--- src/rtl/uart8_pkg.sv ---
// uart8_pkg: shared definitions for the uart8 UART.
// Holds the receiver/transmitter state encodings, the frame constants and
// the constant functions that turn clock and baud rates into divider values.
package uart8_pkg;

  localparam int DATA_BITS     = 8;
  localparam int RX_OVERSAMPLE = 16;

  typedef enum logic [2:0] {
    RX_IDLE  = 3'd0,
    RX_START = 3'd1,
    RX_DATA  = 3'd2,
    RX_STOP  = 3'd3,
    RX_WAIT  = 3'd4
  } rx_state_e;

  typedef enum logic [1:0] {
    TX_IDLE  = 2'd0,
    TX_START = 2'd1,
    TX_DATA  = 2'd2,
    TX_STOP  = 2'd3
  } tx_state_e;

  // Clocks per 16x receive sample tick (integer division truncates).
  function automatic int rx_div(input int clock_rate, input int baud_rate);
    return clock_rate / (baud_rate * RX_OVERSAMPLE);
  endfunction

  // Clocks per transmitted bit.
  function automatic int tx_div(input int clock_rate, input int baud_rate);
    return clock_rate / baud_rate;
  endfunction

endpackage

--- src/rtl/uart8_if.sv ---
// uart8_if: user-side signal bundle of the uart8 UART.
// Receive side : rxEn, rx in; rxBusy, rxDone, rxErr, out back.
// Transmit side: txEn, txStart, in in; txBusy, txDone, tx back.
// master = user logic / board pins driver, slave = the UART itself.
interface uart8_if;
  import uart8_pkg::*;

  logic                 rxEn;
  logic                 rx;
  logic                 rxBusy;
  logic                 rxDone;
  logic                 rxErr;
  logic [DATA_BITS-1:0] out;
  logic                 txEn;
  logic                 txStart;
  logic [DATA_BITS-1:0] in;
  logic                 txBusy;
  logic                 txDone;
  logic                 tx;

  modport master (
    output rxEn, rx, txEn, txStart, in,
    input  rxBusy, rxDone, rxErr, out, txBusy, txDone, tx
  );

  modport slave (
    input  rxEn, rx, txEn, txStart, in,
    output rxBusy, rxDone, rxErr, out, txBusy, txDone, tx
  );

endinterface

--- src/rtl/uart8_baud_tick.sv ---
// uart8_baud_tick: free-running modulo-DIV counter used as a baud divider.
// Ports: clk, reset (sync, active-high), en_i (count enable), clr_i (restart
// at 0, wins over en_i), tick_o (one-cycle pulse, see below).
// tick_o fires on the clock *before* the counter wraps. Users register it,
// which lines the registered tick up with the wrap clock while the raw pulse
// remains available as a one-clock look-ahead. DIV must be at least 2.
module uart8_baud_tick #(
  parameter int DIV = 2
) (
  input  logic clk,
  input  logic reset,
  input  logic en_i,
  input  logic clr_i,
  output logic tick_o
);

  localparam int CW = (DIV > 2) ? $clog2(DIV) : 1;

  logic [CW-1:0] cnt_q;
  logic [CW-1:0] cnt_d;

  // Next count: clear, wrap at DIV-1, or advance while enabled.
  always_comb begin
    cnt_d = cnt_q;
    if (clr_i) begin
      cnt_d = {CW{1'b0}};
    end else if (en_i) begin
      if (cnt_q == CW'(DIV - 1)) begin
        cnt_d = {CW{1'b0}};
      end else begin
        cnt_d = cnt_q + CW'(1);
      end
    end else begin
      cnt_d = cnt_q;
    end
  end

  assign tick_o = en_i && !clr_i && (cnt_q == CW'(DIV - 2));

  // Counter register.
  always_ff @(posedge clk) begin
    if (reset) begin
      cnt_q <= {CW{1'b0}};
    end else begin
      cnt_q <= cnt_d;
    end
  end

endmodule

--- src/rtl/uart8.sv ---
// uart8: full-duplex 8N1 UART, one system clock.
// Ports: clk, reset (sync, active-high), bus (uart8_if.slave) carrying the
// receive controls/status/byte and the transmit controls/status/line.
// Receiver: 16x oversampled, mid-bit sampling, framing-error detection.
// Transmitter: 1x bit timer, LSB first. All outputs come straight from flops.
// rx is expected to be synchronous to clk already (board-level synchronizer).
module uart8
  import uart8_pkg::*;
#(
  parameter int CLOCK_RATE = 12000000,
  parameter int BAUD_RATE  = 9600
) (
  input logic   clk,
  input logic   reset,
  uart8_if.slave bus
);

  localparam int RX_DIV = rx_div(CLOCK_RATE, BAUD_RATE);
  localparam int TX_DIV = tx_div(CLOCK_RATE, BAUD_RATE);
  localparam int OS_W   = $clog2(RX_OVERSAMPLE);
  localparam int BIT_W  = $clog2(DATA_BITS);
  localparam logic [OS_W-1:0]  MID_TICK  = OS_W'(RX_OVERSAMPLE / 2 - 1);
  localparam logic [OS_W-1:0]  LAST_TICK = OS_W'(RX_OVERSAMPLE - 1);
  localparam logic [BIT_W-1:0] LAST_BIT  = BIT_W'(DATA_BITS - 1);

  // ---------------- receiver ----------------
  rx_state_e            rx_state_q, rx_state_d;
  logic [OS_W-1:0]      rx_os_cnt_q, rx_os_cnt_d;
  logic [BIT_W-1:0]     rx_bit_cnt_q, rx_bit_cnt_d;
  logic [DATA_BITS-1:0] rx_shift_q, rx_shift_d;
  logic [DATA_BITS-1:0] rx_out_q, rx_out_d;
  logic                 rx_busy_q, rx_busy_d;
  logic                 rx_done_q, rx_done_d;
  logic                 rx_err_q, rx_err_d;
  logic                 rx_tick_q, rx_tick_d;
  logic                 rx_tick_s, rx_start_s, rx_clr_s;

  // Start detection restarts the divider so sample points count from it.
  assign rx_start_s = (rx_state_q == RX_IDLE) && bus.rxEn && !bus.rx;
  assign rx_clr_s   = !bus.rxEn || rx_start_s;

  uart8_baud_tick #(.DIV(RX_DIV)) u_rx_tick (
    .clk    (clk),
    .reset  (reset),
    .en_i   (bus.rxEn),
    .clr_i  (rx_clr_s),
    .tick_o (rx_tick_s)
  );

  // Receiver next-state, shift register and status pulses.
  always_comb begin
    rx_state_d   = rx_state_q;
    rx_os_cnt_d  = rx_os_cnt_q;
    rx_bit_cnt_d = rx_bit_cnt_q;
    rx_shift_d   = rx_shift_q;
    rx_out_d     = rx_out_q;
    rx_done_d    = 1'b0;
    rx_err_d     = 1'b0;
    rx_tick_d    = rx_tick_s;
    if (!bus.rxEn) begin
      // Disabling drops any partial frame silently.
      rx_state_d   = RX_IDLE;
      rx_os_cnt_d  = {OS_W{1'b0}};
      rx_bit_cnt_d = {BIT_W{1'b0}};
    end else begin
      case (rx_state_q)
        RX_IDLE: begin
          if (rx_start_s) begin
            rx_state_d   = RX_START;
            rx_os_cnt_d  = {OS_W{1'b0}};
            rx_bit_cnt_d = {BIT_W{1'b0}};
          end else begin
            rx_state_d = RX_IDLE;
          end
        end
        RX_START: begin
          if (rx_tick_q) begin
            if (rx_os_cnt_q == MID_TICK) begin
              rx_os_cnt_d = {OS_W{1'b0}};
              // High at mid-start means the falling edge was a glitch.
              rx_state_d  = bus.rx ? RX_IDLE : RX_DATA;
            end else begin
              rx_os_cnt_d = rx_os_cnt_q + OS_W'(1);
            end
          end else begin
            rx_os_cnt_d = rx_os_cnt_q;
          end
        end
        RX_DATA: begin
          if (rx_tick_q) begin
            if (rx_os_cnt_q == LAST_TICK) begin
              rx_os_cnt_d = {OS_W{1'b0}};
              rx_shift_d  = {bus.rx, rx_shift_q[DATA_BITS-1:1]};
              if (rx_bit_cnt_q == LAST_BIT) begin
                rx_state_d   = RX_STOP;
                rx_bit_cnt_d = {BIT_W{1'b0}};
              end else begin
                rx_bit_cnt_d = rx_bit_cnt_q + BIT_W'(1);
              end
            end else begin
              rx_os_cnt_d = rx_os_cnt_q + OS_W'(1);
            end
          end else begin
            rx_os_cnt_d = rx_os_cnt_q;
          end
        end
        RX_STOP: begin
          if (rx_tick_q) begin
            if (rx_os_cnt_q == LAST_TICK) begin
              rx_os_cnt_d = {OS_W{1'b0}};
              if (bus.rx) begin
                rx_out_d   = rx_shift_q;
                rx_done_d  = 1'b1;
                rx_state_d = RX_IDLE;
              end else begin
                rx_err_d   = 1'b1;
                rx_state_d = RX_WAIT;
              end
            end else begin
              rx_os_cnt_d = rx_os_cnt_q + OS_W'(1);
            end
          end else begin
            rx_os_cnt_d = rx_os_cnt_q;
          end
        end
        RX_WAIT: begin
          // Hold off until the line idles so a held-low line is not a start.
          if (bus.rx) begin
            rx_state_d = RX_IDLE;
          end else begin
            rx_state_d = RX_WAIT;
          end
        end
        default: begin
          rx_state_d = RX_IDLE;
        end
      endcase
    end
    rx_busy_d = (rx_state_d == RX_START) || (rx_state_d == RX_DATA) ||
                (rx_state_d == RX_STOP);
  end

  // Receiver registers.
  always_ff @(posedge clk) begin
    if (reset) begin
      rx_state_q   <= RX_IDLE;
      rx_os_cnt_q  <= {OS_W{1'b0}};
      rx_bit_cnt_q <= {BIT_W{1'b0}};
      rx_shift_q   <= {DATA_BITS{1'b0}};
      rx_out_q     <= {DATA_BITS{1'b0}};
      rx_busy_q    <= 1'b0;
      rx_done_q    <= 1'b0;
      rx_err_q     <= 1'b0;
      rx_tick_q    <= 1'b0;
    end else begin
      rx_state_q   <= rx_state_d;
      rx_os_cnt_q  <= rx_os_cnt_d;
      rx_bit_cnt_q <= rx_bit_cnt_d;
      rx_shift_q   <= rx_shift_d;
      rx_out_q     <= rx_out_d;
      rx_busy_q    <= rx_busy_d;
      rx_done_q    <= rx_done_d;
      rx_err_q     <= rx_err_d;
      rx_tick_q    <= rx_tick_d;
    end
  end

  // ---------------- transmitter ----------------
  tx_state_e            tx_state_q, tx_state_d;
  logic [BIT_W-1:0]     tx_bit_cnt_q, tx_bit_cnt_d;
  logic [DATA_BITS-1:0] tx_shift_q, tx_shift_d;
  logic                 tx_line_q, tx_line_d;
  logic                 tx_busy_q, tx_busy_d;
  logic                 tx_done_q, tx_done_d;
  logic                 tx_tick_q, tx_tick_d;
  logic                 tx_tick_s, tx_start_s, tx_idle_s;

  assign tx_idle_s  = (tx_state_q == TX_IDLE);
  assign tx_start_s = tx_idle_s && bus.txEn && bus.txStart;

  // Held at 0 while idle, so each frame starts a fresh bit period.
  uart8_baud_tick #(.DIV(TX_DIV)) u_tx_tick (
    .clk    (clk),
    .reset  (reset),
    .en_i   (!tx_idle_s),
    .clr_i  (tx_idle_s),
    .tick_o (tx_tick_s)
  );

  // Transmitter next-state, shift register and line level.
  always_comb begin
    tx_state_d   = tx_state_q;
    tx_bit_cnt_d = tx_bit_cnt_q;
    tx_shift_d   = tx_shift_q;
    tx_tick_d    = tx_tick_s;
    // The raw tick is one clock early, so this lands on the stop bit's last clock.
    tx_done_d    = (tx_state_q == TX_STOP) && tx_tick_s;
    case (tx_state_q)
      TX_IDLE: begin
        if (tx_start_s) begin
          tx_state_d   = TX_START;
          tx_shift_d   = bus.in;
          tx_bit_cnt_d = {BIT_W{1'b0}};
        end else begin
          tx_state_d = TX_IDLE;
        end
      end
      TX_START: begin
        if (tx_tick_q) begin
          tx_state_d = TX_DATA;
        end else begin
          tx_state_d = TX_START;
        end
      end
      TX_DATA: begin
        if (tx_tick_q) begin
          if (tx_bit_cnt_q == LAST_BIT) begin
            tx_state_d = TX_STOP;
          end else begin
            tx_shift_d   = {1'b0, tx_shift_q[DATA_BITS-1:1]};
            tx_bit_cnt_d = tx_bit_cnt_q + BIT_W'(1);
          end
        end else begin
          tx_state_d = TX_DATA;
        end
      end
      TX_STOP: begin
        if (tx_tick_q) begin
          tx_state_d = TX_IDLE;
        end else begin
          tx_state_d = TX_STOP;
        end
      end
      default: begin
        tx_state_d = TX_IDLE;
      end
    endcase
    case (tx_state_d)
      TX_START: tx_line_d = 1'b0;
      TX_DATA:  tx_line_d = tx_shift_d[0];
      default:  tx_line_d = 1'b1;
    endcase
    tx_busy_d = (tx_state_d != TX_IDLE);
  end

  // Transmitter registers.
  always_ff @(posedge clk) begin
    if (reset) begin
      tx_state_q   <= TX_IDLE;
      tx_bit_cnt_q <= {BIT_W{1'b0}};
      tx_shift_q   <= {DATA_BITS{1'b0}};
      tx_line_q    <= 1'b1;
      tx_busy_q    <= 1'b0;
      tx_done_q    <= 1'b0;
      tx_tick_q    <= 1'b0;
    end else begin
      tx_state_q   <= tx_state_d;
      tx_bit_cnt_q <= tx_bit_cnt_d;
      tx_shift_q   <= tx_shift_d;
      tx_line_q    <= tx_line_d;
      tx_busy_q    <= tx_busy_d;
      tx_done_q    <= tx_done_d;
      tx_tick_q    <= tx_tick_d;
    end
  end

  assign bus.rxBusy = rx_busy_q;
  assign bus.rxDone = rx_done_q;
  assign bus.rxErr  = rx_err_q;
  assign bus.out    = rx_out_q;
  assign bus.txBusy = tx_busy_q;
  assign bus.txDone = tx_done_q;
  assign bus.tx     = tx_line_q;

endmodule

--- src/flat_wrapper.sv ---
// flat-port wrapper written by rule: the top's interface ports become plain ports
module uart8_flat import uart8_pkg::*;
#(
  parameter int CLOCK_RATE = 12000000,
  parameter int BAUD_RATE  = 9600
)
  (clk, reset, bus_rxEn, bus_rx, bus_txEn, bus_txStart, bus_in, bus_rxBusy, bus_rxDone, bus_rxErr, bus_out, bus_txBusy, bus_txDone, bus_tx);
  uart8_if bus_i ();
  input logic clk;
  input logic reset;
  input wire logic [$bits(bus_i.rxEn)-1:0] bus_rxEn;
  input wire logic [$bits(bus_i.rx)-1:0] bus_rx;
  input wire logic [$bits(bus_i.txEn)-1:0] bus_txEn;
  input wire logic [$bits(bus_i.txStart)-1:0] bus_txStart;
  input wire logic [$bits(bus_i.in)-1:0] bus_in;
  output wire logic [$bits(bus_i.rxBusy)-1:0] bus_rxBusy;
  output wire logic [$bits(bus_i.rxDone)-1:0] bus_rxDone;
  output wire logic [$bits(bus_i.rxErr)-1:0] bus_rxErr;
  output wire logic [$bits(bus_i.out)-1:0] bus_out;
  output wire logic [$bits(bus_i.txBusy)-1:0] bus_txBusy;
  output wire logic [$bits(bus_i.txDone)-1:0] bus_txDone;
  output wire logic [$bits(bus_i.tx)-1:0] bus_tx;
  assign bus_i.rxEn = bus_rxEn;
  assign bus_i.rx = bus_rx;
  assign bus_i.txEn = bus_txEn;
  assign bus_i.txStart = bus_txStart;
  assign bus_i.in = bus_in;
  assign bus_rxBusy = bus_i.rxBusy;
  assign bus_rxDone = bus_i.rxDone;
  assign bus_rxErr = bus_i.rxErr;
  assign bus_out = bus_i.out;
  assign bus_txBusy = bus_i.txBusy;
  assign bus_txDone = bus_i.txDone;
  assign bus_tx = bus_i.tx;
  uart8 #(.CLOCK_RATE(CLOCK_RATE), .BAUD_RATE(BAUD_RATE)) u_core (.clk(clk), .reset(reset), .bus(bus_i));
endmodule
--- config.mk ---
export PLATFORM = sky130hd
export DESIGN_NAME = uart8_flat
export DESIGN_NICKNAME = d
export VERILOG_FILES = /design/src/rtl/uart8_pkg.sv /design/src/rtl/uart8_if.sv /design/src/rtl/uart8_baud_tick.sv /design/src/rtl/uart8.sv /design/src/flat_wrapper.sv
export SDC_FILE = /design/constraint.sdc
export NUM_CORES = 1
export LEC_CHECK = 0
export CAP_MARGIN = 40
export CORE_MARGIN = 8
export CORE_UTILIZATION = 25
export DETAILED_ROUTE_END_ITERATION = 7
export PLACE_DENSITY = 0.4
export SYNTH_ARGS = -nofsm -noshare
export SYNTH_HDL_FRONTEND = slang
export SYNTH_SLANG_ARGS = --single-unit
--- constraint.sdc ---
create_clock -name clk -period 1.8 [get_ports clk]
set_clock_uncertainty 0.1 [all_clocks]
set_input_delay 0.18 -clock clk [delete_from_list [all_inputs] [get_ports clk]]
set_output_delay 0.18 -clock clk [all_outputs]
set_load 0.02 [all_outputs]
### After elaboration in Yosys (flattened, before gate mapping)

Cells that the tools add are included.

* bits in latches: 0
* bits of input ports: 14
* register bits: 65
* memories kept: 0
* RAM bits: 0
* word-level logic and storage cells: 128
* memory bits (read-only): 0
* output and inout port bits: 14

* divide/modulo/power cells: 0
* equal/unequal tests: 28
* reduce and logical (&&, ||, !) cells: 31
* $add $sub $neg: 5
* bitwise gates (word level): 4
* shift-type cells: 0
* magnitude comparators: 0
* mux-type cells: 41
* $mul: 0

Operators with widths (count)
* 2-to-1 mux 3 bit: 16
* 2-to-1 mux 8 bit: 3
* == test 11 bit (second input constant): 2
* 2-to-1 mux 4 bit: 5
* case mux 8 bit (2 select lines): 1
* AND reduction 4 bit: 4
* case mux 3 bit (5 select lines): 1
* == test 7 bit (second input constant): 2
* inequality test 2 x 1 -> 1 bit (second input constant): 7
* == test 3 x 2 -> 1 bit (second input constant): 4
* case mux 3 bit (2 select lines): 2
* case mux 4 bit (3 select lines): 1
* adder 11 x 1 -> 11 bit (second input constant): 1
* 2-to-1 mux 2 bit: 5
* == test 3 bit (second input constant): 3
* logical AND 1 bit: 8
* case mux 2 bit (4 select lines): 1
* adder 7 x 1 -> 7 bit (second input constant): 1
* 2-to-1 mux 7 bit: 1
* adder 3 x 1 -> 3 bit (second input constant): 2
* == test 2 bit (second input constant): 3
* == test 3 x 1 -> 1 bit (second input constant): 2
* nonzero test 2 bit: 3
* OR reduction 2 bit: 3
* other kinds (16): 28

### Depth between registers and ports, before layout

* depth after elaboration: 9
* mapped depth: 7
* depth with buffers taken out: 6

### By module

Synthesis repeated with hierarchy kept, for this count alone.

* cells, all modules: 325
* area, all modules: 2950.3 sq um

By module, submodules not included
* uart8: cells each 225, area each 2037.0 sq um, instances 1
* uart8_baud_tick (u_core.u_tx_tick): cells each 63, area each 573.0 sq um, instances 1
* uart8_baud_tick (u_core.u_rx_tick): cells each 37, area each 340.3 sq um, instances 1

### Worst setup path after synthesis

Ideal clock, no wire load.

* path type: register to register
* start: reg u_core.tx_bit_cnt_q[0]
* end: reg u_core.tx_line_q (netlist: u_core.bus.tx)
* data arrival time: 1.432 ns
* clock period less this slack: 1.660 ns
* path slack: 0.140 ns
* data required time: 1.572 ns
* stages on the path, launching flop included: 8
* cells stage by stage: dfxtp_1 > ha_1 > ha_1 > and4bb_2 > buf_2 > a22o_1 > a21oi_1 > a22oi_1

* cells in the longest elaborated chain, start to end: 6
* elaborated cells between the ends (all ways): 10
* classes of those cells: eq/ne: 3; mux: 7

RTL lines
* start: declaration: line uart8.sv:170 `logic [BIT_W-1:0] tx_bit_cnt_q, tx_bit_cnt_d;`
* start signal: assignment: line uart8.sv:250 `tx_bit_cnt_q <= {BIT_W{1'b0}};`
* start signal: assignment: line uart8.sv:258 `tx_bit_cnt_q <= tx_bit_cnt_d;`
* == test 3 bit *: line uart8.sv:217 `if (tx_bit_cnt_q == LAST_BIT) begin`
* 2-to-1 mux 2 bit: line uart8.sv:217
* 2-to-1 mux 2 bit: line uart8.sv:216 `if (tx_tick_q) begin`
* case mux 2 bit (4 select lines): line uart8.sv:198 `case (tx_state_q)`
* == test 2 bit or == test 2 x 1 -> 1 bit (tied branches): line uart8.sv:238 `case (tx_state_d)`
* case mux 1 bit (2 select lines) *: line uart8.sv:238
* end signal: assignment: line uart8.sv:260 `tx_line_q <= tx_line_d;`
* end: declaration: line uart8.sv:172 `logic tx_line_q, tx_line_d;`

Mark *: on every way between the ends. The rest lies on a longest branch, timed or not. The select of a mux whose other input is x is not followed.
A chain may end at the register's enable or synchronous reset.

### Worst setup path in the final report

* start: reg u_core.tx_bit_cnt_q[0]
* end: reg u_core.tx_shift_q[7]

* cells in the longest elaborated chain, start to end: 3

RTL lines
* == test 3 bit: line uart8.sv:217
* inequality test 2 bit (no line)
* AND reduction 4 bit (no line)
* end signal: assignment: line uart8.sv:251 `tx_shift_q <= {DATA_BITS{1'b0}};`
* end signal: assignment: line uart8.sv:259 `tx_shift_q <= tx_shift_d;`
* end: declaration: line uart8.sv:171 `logic [DATA_BITS-1:0] tx_shift_q, tx_shift_d;`

No other way between the ends.

==> results.ini <==
[status]
status=completed

[cts]
cts_tree=done
clk_pin_slew_ns=0.06
clkLatencyLatePin_ns=0.32
cts_num_sinks=65
post_cts_buffers=0
clockRootBuffer=clkbuf_16
h-tree-depth=3
cts_made_buffers=9
cts_buffer_depth=2

[worst_setup_path]
setup.worst_path.start_class=flip-flop
ff2ff_setup_slack_ns=0.10
path_cells=ha_1, ha_1, and4bb_2, nor2_2, buf_4, a22oi_1, nor2_1
cpMostUsedCell=ha_1
worstPathArrival_ns=1.80
r2r-start=u_core.tx_bit_cnt_q[0]
critPathCaptureType=flip-flop
cp_max_fo=5
timing.rr.end=u_core.tx_shift_q[7]
critPathRequiredTime_ns=1.90
cpPeakStageDelay_ns=0.35
criticalPathCategory=reg2reg
crit_path_top_delay_cell=and4bb_2
reg2reg_depth=7

[power_and_ir_drop]
fin_total_pwr_mw=3.53
leakagePower_nw=1.40
irDropWorstVdd_uv=463
p_per_area_mw_per_mm2=950

[drt]
wl_mm=5.91
ant_nets=0
post_drt_wl_per_cell_um=11.8
vias=2235
drt_drc_violations_left=0
vias_per_cell=4.47
drt_iter0_drc=138
dr.pass1.iters=4

[finish]
final_util_pct=33.1
diodes=0
drive_gt1_share_pct=14.0
area_delta_synth_final_pct=31.3
layout_common_cells=dfxtp_1, nor2_1, nand2_1
nets=377
mostFrequentLayoutCell=dfxtp_1

[grt]
antenna_found_initial=0
grt_pass1_wl_mm=9.78
grt_pass1_vias=2088
track_usage_pct=8.13
grt_max_degree=38
grt_overflow=0

[sta]
max_clock_freq_mhz=590
final-setup-viol-count=0
fin_crit_ns=1.70
rsz0062_at_grt=false
tightest_slew_ns=0.391
final_max_slew_viol_count=0
hold_violations=0
max_slew_margin_pct=73.9
fin_crit_sh_pct=94.2

[floorplanning]
core-area_mm2=0.0112
fp.dieH_um=122
num_rows=39
start_util_pct=25.2
die-area_mm2=0.0150
floorplan.die.width_um=122
ioPinCount=28

[placement]
dp_hpwl_mm=4.26
port_buffers=27
gp_congestion=0.793

[logic_synthesis]
synth-edff-count=0
synth_top_area_share_pct=46.0
ys_seq_elements=65
ys_types=47
yosysTopAreaCell=dfxtp_1
yosysWarningCount=0
synth.cell_area_mm2=0.00283
syn_nets=330
synthArstFlopShare_pct=0
syn_area_per_cell_um2=9.27
postSynthCellCount=305
synth_area_leaders=dfxtp_1, mux2i_1, nor2_1
ys.flop_type=dfxtp_1
seq_area_frac_synth_pct=46.0

[worst_hold_path]
hold_class=reg2reg
min_from=u_core.tx_shift_q[1]
min_path_cells=2
hold_path_end=u_core.tx_shift_q[1]

[job]
maxCapViolations=0

[kinds of logic after synthesis]
| logic type | after synthesis | synth area share, % |
|---|---|---|
| adder cells (fa/ha/maj) | 11 | 4.87 |
| AO/OA/AOI/OAI | 42 | 10.4 |
| buffers and inverters | 22 | 3.81 |
| flip-flops | 65 | 46.0 |
| multiplexers | 21 | 7.44 |
| AND/OR/NAND/NOR | 126 | 21.9 |
| XOR/XNOR | 18 | 5.58 |
[repair_timing]
item                       in CTS  in global routing
hold buffers                    0                  0
gates resized for setup         0                  2
setup endpoints to repair       0                  2
[flip-flops by register name (all words and copies together) (netlist names), 2 cells and up]
name                    count
u_core.bus.out              8
u_core.rx_bit_cnt_q         3
u_core.rx_os_cnt_q          4
u_core.rx_shift_q           8
u_core.rx_state_q           3
u_core.tx_bit_cnt_q         3
u_core.tx_shift_q           8
u_core.tx_state_q           2
u_core.u_rx_tick.cnt_q      7
u_core.u_tx_tick.cnt_q     11
[routing by layer]
layer	vias to the layer above	global-route usage [%]	wire, um
met1	1042	10.1	2910
met3	8	2.12	263
met4	0	4.49	95
met5	-	0	0
met2	34	12.6	2650
li1	1151	-	-
[cell type report]
type | count | area (um2)
fillers | 1184 | 7510
multi-input cells | 218 | 1420
flip-flops and latches | 65 | 1300
repair buffers | 50 | 453
clock buffers | 9 | 225
well taps | 143 | 179
clock inverters | 7 | 101
inverters | 8 | 30.0
[stage by stage]
stage | setup slack (ns) | hold slack, ns | area, um2 | TNS (ns) | instances
detailed placement | -0.122 | 0.347 | 3380 | -0.373 | 483
global placement | -0.111 | 0.343 | 3380 | -0.375 | 483
global route | 0.0156 | 0.369 | 3710 | 0 | 500
finish | 0.105 | 0.351 | 3710 | 0 | 500
CTS | 0.0762 | 0.355 | 3700 | 0 | 499
floorplan | 0.140 | 0.188 | 2830 | 0 | 305
[synth_stat cells, types with 3 or more instances]
cell type	n
xnor2_1	10
and3_1	3
buf_4	3
nor4_1	4
a21oi_1	11
nand3_1	5
nand2b_1	3
dfxtp_1	65
nor2b_1	3
a22oi_1	8
o21ai_0	5
inv_1	8
ha_1	11
nand2_1	30
xor2_1	8
buf_2	5
nor2_1	54
clkbuf_1	4
a31oi_1	3
nand4_1	7
mux2i_1	21
[worst max-delay path by stage]
stage / slack [ns] / endpoint / start
after global routing: 0.02 / u_core.tx_shift_q[7] / u_core.tx_bit_cnt_q[0]
after CTS: 0.08 / u_core.tx_shift_q[7] / u_core.tx_bit_cnt_q[0]
after floorplan: 0.14 / u_core.bus.tx / u_core.tx_bit_cnt_q[0]
final: 0.10 / u_core.tx_shift_q[7] / u_core.tx_bit_cnt_q[0]
after global placement: -0.11 / u_core.rx_os_cnt_q[1] / bus_rx
after detailed placement: -0.12 / u_core.rx_os_cnt_q[1] / bus_rx
[where the power goes]
part	leakage [nW]	internal [mW]	switching (mW)
Clock	0.153	1.22	0.672
Sequential	0.525	1.46	0.0125
Combinational	0.725	0.0797	0.0806
[worst max-delay path: cells and delay by family (launching register included)]
| kind | cells | cell delay [ns] |
|---|---|---|
| adders and majority gates | 2 | 0.40 |
| and+or+nand+nor | 3 | 0.46 |
| AOI/OAI and AO/OA | 1 | 0.13 |
| DFF | 1 | 0.32 |
| buffers and inverters | 1 | 0.16 |
(Power assumes the default switching activity.)
